File: src/rtl/sr_pulse_ctrl_if.sv
// Button inputs and latch-drive outputs of sr_pulse_ctrl, grouped for port connection.
// Latency and backpressure are properties of the attached controller; this is wiring only.
// master: button source / latch side; slave: the pulse controller.
interface sr_pulse_ctrl_if;
    logic btn_set;
    logic btn_reset;
    logic s;
    logic r;
    logic busy;

    modport master (
        output btn_set,
        output btn_reset,
        input  s,
        input  r,
        input  busy
    );

    modport slave (
        input  btn_set,
        input  btn_reset,
        output s,
        output r,
        output busy
    );
endinterface

File: src/rtl/sr_pulse_ctrl.sv
// Debounces two push-buttons into exclusive fixed-length set/reset pulses for an SR latch.
// Latency: press held from before edge 1 drives s/r high after edge DEBOUNCE+4, for PULSE_LEN cycles.
// No backpressure: requests that arrive while busy stay pending (reset first) and collapse per kind.
module sr_pulse_ctrl #(
    parameter int DEBOUNCE  = 4,
    parameter int PULSE_LEN = 2
) (
    input  logic         clock,
    input  logic         reset_n,
    sr_pulse_ctrl_if.slave bus
);
    localparam int CW      = $clog2(DEBOUNCE + 1);
    localparam int PW      = (PULSE_LEN > 1) ? $clog2(PULSE_LEN) : 1;
    localparam int SET_IDX = 0;
    localparam int RST_IDX = 1;

    typedef enum logic [1:0] {IDLE, SET_P, RST_P, GUARD} state_t;

    logic [1:0]         raw;
    logic [1:0]         sync1;
    logic [1:0]         sync2;
    logic [1:0]         stable;
    logic [1:0]         stable_q;
    logic [1:0][CW-1:0] db_cnt;
    logic [1:0]         pend;
    logic [1:0]         rise;
    logic [1:0]         acc;
    logic [PW-1:0]      pcnt;
    state_t             state;

    assign raw  = {bus.btn_reset, bus.btn_set};
    assign rise = stable & ~stable_q;

    // Synchroniser plus per-button debounce: stable only flips after DEBOUNCE differing cycles.
    always_ff @(posedge clock) begin
        if (!reset_n) begin
            sync1    <= '0;
            sync2    <= '0;
            stable   <= '0;
            stable_q <= '0;
            db_cnt   <= '0;
        end else begin
            sync1    <= raw;
            sync2    <= sync1;
            stable_q <= stable;
            for (int i = 0; i < 2; i++) begin
                if (sync2[i] == stable[i]) begin
                    db_cnt[i] <= '0;
                end else if (db_cnt[i] == CW'(DEBOUNCE - 1)) begin
                    stable[i] <= sync2[i];
                    db_cnt[i] <= '0;
                end else begin
                    db_cnt[i] <= db_cnt[i] + 1'b1;
                end
            end
        end
    end

    always_comb begin
        acc = 2'b00;
        if (state == IDLE) begin
            if (pend[RST_IDX])      acc[RST_IDX] = 1'b1;
            else if (pend[SET_IDX]) acc[SET_IDX] = 1'b1;
        end
    end

    // s/r/busy are registered alongside the state so only one of s/r can ever be high.
    always_ff @(posedge clock) begin
        if (!reset_n) begin
            state    <= IDLE;
            pcnt     <= '0;
            pend     <= '0;
            bus.s    <= 1'b0;
            bus.r    <= 1'b0;
            bus.busy <= 1'b0;
        end else begin
            pend <= (pend & ~acc) | rise;
            case (state)
                IDLE: begin
                    pcnt <= PW'(PULSE_LEN - 1);
                    if (pend[RST_IDX]) begin
                        state    <= RST_P;
                        bus.r    <= 1'b1;
                        bus.busy <= 1'b1;
                    end else if (pend[SET_IDX]) begin
                        state    <= SET_P;
                        bus.s    <= 1'b1;
                        bus.busy <= 1'b1;
                    end
                end
                SET_P, RST_P: begin
                    if (pcnt == '0) begin
                        state <= GUARD;
                        bus.s <= 1'b0;
                        bus.r <= 1'b0;
                    end else begin
                        pcnt <= pcnt - 1'b1;
                    end
                end
                GUARD: begin
                    state    <= IDLE;
                    bus.busy <= 1'b0;
                end
                default: begin
                    state    <= IDLE;
                    bus.s    <= 1'b0;
                    bus.r    <= 1'b0;
                    bus.busy <= 1'b0;
                end
            endcase
        end
    end
endmodule
File: src/flat_wrapper.sv
// flat-port wrapper written by rule: the top's interface ports become plain ports
module sr_pulse_ctrl_flat 
#(
    parameter int DEBOUNCE  = 4,
    parameter int PULSE_LEN = 2
)
  (clock, reset_n, bus_btn_set, bus_btn_reset, bus_s, bus_r, bus_busy);
  sr_pulse_ctrl_if bus_i ();
  input  logic clock;
  input  logic reset_n;
  input wire logic [$bits(bus_i.btn_set)-1:0] bus_btn_set;
  input wire logic [$bits(bus_i.btn_reset)-1:0] bus_btn_reset;
  output wire logic [$bits(bus_i.s)-1:0] bus_s;
  output wire logic [$bits(bus_i.r)-1:0] bus_r;
  output wire logic [$bits(bus_i.busy)-1:0] bus_busy;
  assign bus_i.btn_set = bus_btn_set;
  assign bus_i.btn_reset = bus_btn_reset;
  assign bus_s = bus_i.s;
  assign bus_r = bus_i.r;
  assign bus_busy = bus_i.busy;
  sr_pulse_ctrl #(.DEBOUNCE(DEBOUNCE), .PULSE_LEN(PULSE_LEN)) u_core (.clock(clock), .reset_n(reset_n), .bus(bus_i));
endmodule
File: config.mk
export PLATFORM = sky130hd
export DESIGN_NAME = sr_pulse_ctrl_flat
export DESIGN_NICKNAME = d
export VERILOG_FILES = /design/src/rtl/sr_pulse_ctrl_if.sv /design/src/rtl/sr_pulse_ctrl.sv /design/src/flat_wrapper.sv
export SDC_FILE = /design/constraint.sdc
export NUM_CORES = 1
export LEC_CHECK = 0
export CAP_MARGIN = 20
export CORE_MARGIN = 2
export CORE_UTILIZATION = 45
export CTS_CLUSTER_DIAMETER = 60
export DETAILED_ROUTE_END_ITERATION = 7
export HOLD_SLACK_MARGIN = 0.15
export PLACE_DENSITY = 0.71
export SETUP_SLACK_MARGIN = 0.2
export SYNTH_ARGS = -nofsm -noshare
export SYNTH_HDL_FRONTEND = slang
export SYNTH_SLANG_ARGS = --single-unit
File: constraint.sdc
create_clock -name clock -period 1.6 [get_ports clock]
set_input_delay 0.32 -clock clock [delete_from_list [all_inputs] [get_ports clock]]
set_output_delay 0.32 -clock clock [all_outputs]
set_load 0.05 [all_outputs]
==> reports/metrics.yaml <==
ys_seq_area_share_pct: 49.3
crit_arrival_ps: 1520
yosys.cell_types.count: 24
syn_area_per_cell_um2: 9.82
syn_area_um2: 893
r2r_start: "u_core.state[0]"
vias_per_cell: 4.66
cts_made_buffers: 3
cts_hold_buf: 0
finalSetupViolCount: 0
first_pass_iters: 2
max_cap_violations: 0
synthTopCellsByCount: "dfxtp_1, inv_1, and2_1"
drt_drc_violations_left: 0
fin_crit_ps: 1320
cp_num_cells: 5
grt_max_degree: 13
chipHeight_um: 48.6
min_path_type: "flip-flop to flip-flop"
tns_ps: 0
clk_latency_ps: 300
finalCritPeriodShare_pct: 82.2
clk_pin_slew_ps: 120
outcome: "finished clean"
clock_path_buffers: 2
fin_nets: 113
synth_cells: 91
grt_overflow: 0
crit_end: "u_core.state[1]"
worst_setup_path_start_kind: "flip-flop"
cts_tree: "done"
cts_sinks: 22
max_freq_mhz: 760
path_cells: "inv_1 -> ha_1 -> mux2_2 -> nand2_1 -> mux2i_1"
leakagePower_nw: 0.412
slew_viol_final: 0
path_buf_inv: 1
die_x_um: 48.6
antenna_cells: 0
crit_family: "multiplexers"
endpoint_kind: "flip-flop"
slew_headroom_pct: 84.0
synth_edf_count: 0
yosysWarningCount: 0
rsz0062_at_grt: "yes"
yosys_most_used_dff: "dfxtp_1"
r2r-end: "u_core.state[1]"
fin_util_pct: 54.1
dieArea_mm2: 0.00236
skew_ps: 10.2
reg2reg_depth: 5
synth_area_leaders: "dfxtp_1, ha_1, and2_1"
synth_seq_cells: 22
gp_congestion: 0.747
irDropWorstVdd_mv: 0.610
root_buffer: "clkbuf_4"
start_util_pct: 46.5
wl_per_cell_um: 9.79
drtIter0Drc: 11
r2r_slack_ps: 280
critPathKind: "flip-flop to flip-flop"
drive_gt1_share_pct: 14.9
cp_slowest_cell: "dfxtp_1"
syn_to_final_growth_pct: 16.4
synth_fp_nets: 102
critPathMaxFanout: 6
tightest_slew_ps: 240
nFillCells: 184
synth_top_area_share_pct: 49.3
worstPathRequired_ps: 1810
fp.coreArea_mm2: 0.00192
yosysTopAreaCell: "dfxtp_1"
synthArstFlopShare_pct: 0
grtUsageTotal_pct: 11.4
synth.most_common_cell: "dfxtp_1"
vias: 596
grt_pass1_wl_um: 2150
power.density_mw_per_mm2: 1080
dp.final_hpwl_um: 905
antenna_found_initial: 0
h-tree-depth: 1
power_mw: 1.12
max_stage_delay_ps: 350
startpoint: "u_core.state[0]"
grt_pass1_vias: 557
ant_nets: 0
rows: 16
port_buffers: 6
wl_um: 1250
hold_viol: 0
io_pins: 7
==> logic make-up after synthesis <==
group	after synthesis	synth area share [%]
xor gates and xnor gates	2	1.96
AOI/OAI and AO/OA	13	8.54
buffers and inverters	13	5.46
DFF	22	49.3
muxes	5	5.74
adders and majority gates	7	9.80
and+or+nand+nor	29	19.2
==> worst min-delay path by stage <==
stage | start | end | slack (ps) | cells after the start
6_report | u_core.db_cnt[3] | u_core.db_cnt[3] | 430 | 1
4_1_cts | u_core.db_cnt[3] | u_core.db_cnt[3] | 440 | 1
2_1_floorplan | u_core.db_cnt[0] | u_core.db_cnt[0] | 400 | 1
5_1_grt | u_core.db_cnt[3] | u_core.db_cnt[3] | 460 | 1
3_3_place_gp | u_core.db_cnt[0] | u_core.db_cnt[0] | 410 | 1
3_5_place_dp | u_core.db_cnt[3] | u_core.db_cnt[3] | 420 | 1
==> placed cells by master, fill, tap and decap left out, drive strengths merged, types with 3 or more instances in the layout <==
cell            n
dfxtp          22
inv            11
and2            9
ha              7
nor2            6
nand2           5
o21ai           5
buf             5
mux2i           4
clkbuf          4
clkdlybuf4s50   3
==> stage by stage <==
stage	instance area (um2)	std cells	worst slack (ps)	hold slack, ps
floorplan	893	91	305	399
global placement	987	124	270	409
detailed placement	987	124	190	418
CTS	1030	128	215	438
global route	1040	128	194	462
finish	1040	128	284	429
==> area by class of cell <==
cell class,instances,area [um2],area share [%]
Clock buffer,4,36.3,3.49
Timing Repair Buffer,8,67.6,6.50
Multi-Input combinational cell,56,420,40.4
Tap cell,27,33.8,3.25
Inverter,11,41.3,3.97
Sequential cell,22,440,42.4
==> routing by layer <==
layer  wire length [um]  vias to the layer above  global-route usage (%)  share of wire, %
met4                  4                        0                    2.86              0.32
met1                626                      268                    12.8                50
met5                  0                        -                       0                 0
li1                   -                      315                       -                 -
met2                560                       11                    19.9                45
met3                 62                        2                    4.63               4.9
==> report_power, final <==
part | total [mW] | switching [mW] | internal [mW]
Clock | 0.299 | 0.160 | 0.139
Combinational | 0.227 | 0.125 | 0.102
Sequential | 0.599 | 0.0216 | 0.578
==> sequential cells by signal, summed over array words and instances, names as in the netlist, 2 cells and up <==
name / cells
u_core.sync1: 2
u_core.pend: 2
u_core.stable: 2
u_core.db_cnt: 6
u_core.stable_q: 2
u_core.sync2: 2
u_core.state: 2
==> what timing repair did <==
action / CTS / global route
resized for setup: 2 / 1
setup endpoints to repair: 3 / 1
setup buffers: 0 / 0
hold endpoints to repair: 0 / 0
No activity file was read; power rests on OpenSTA's default activity.
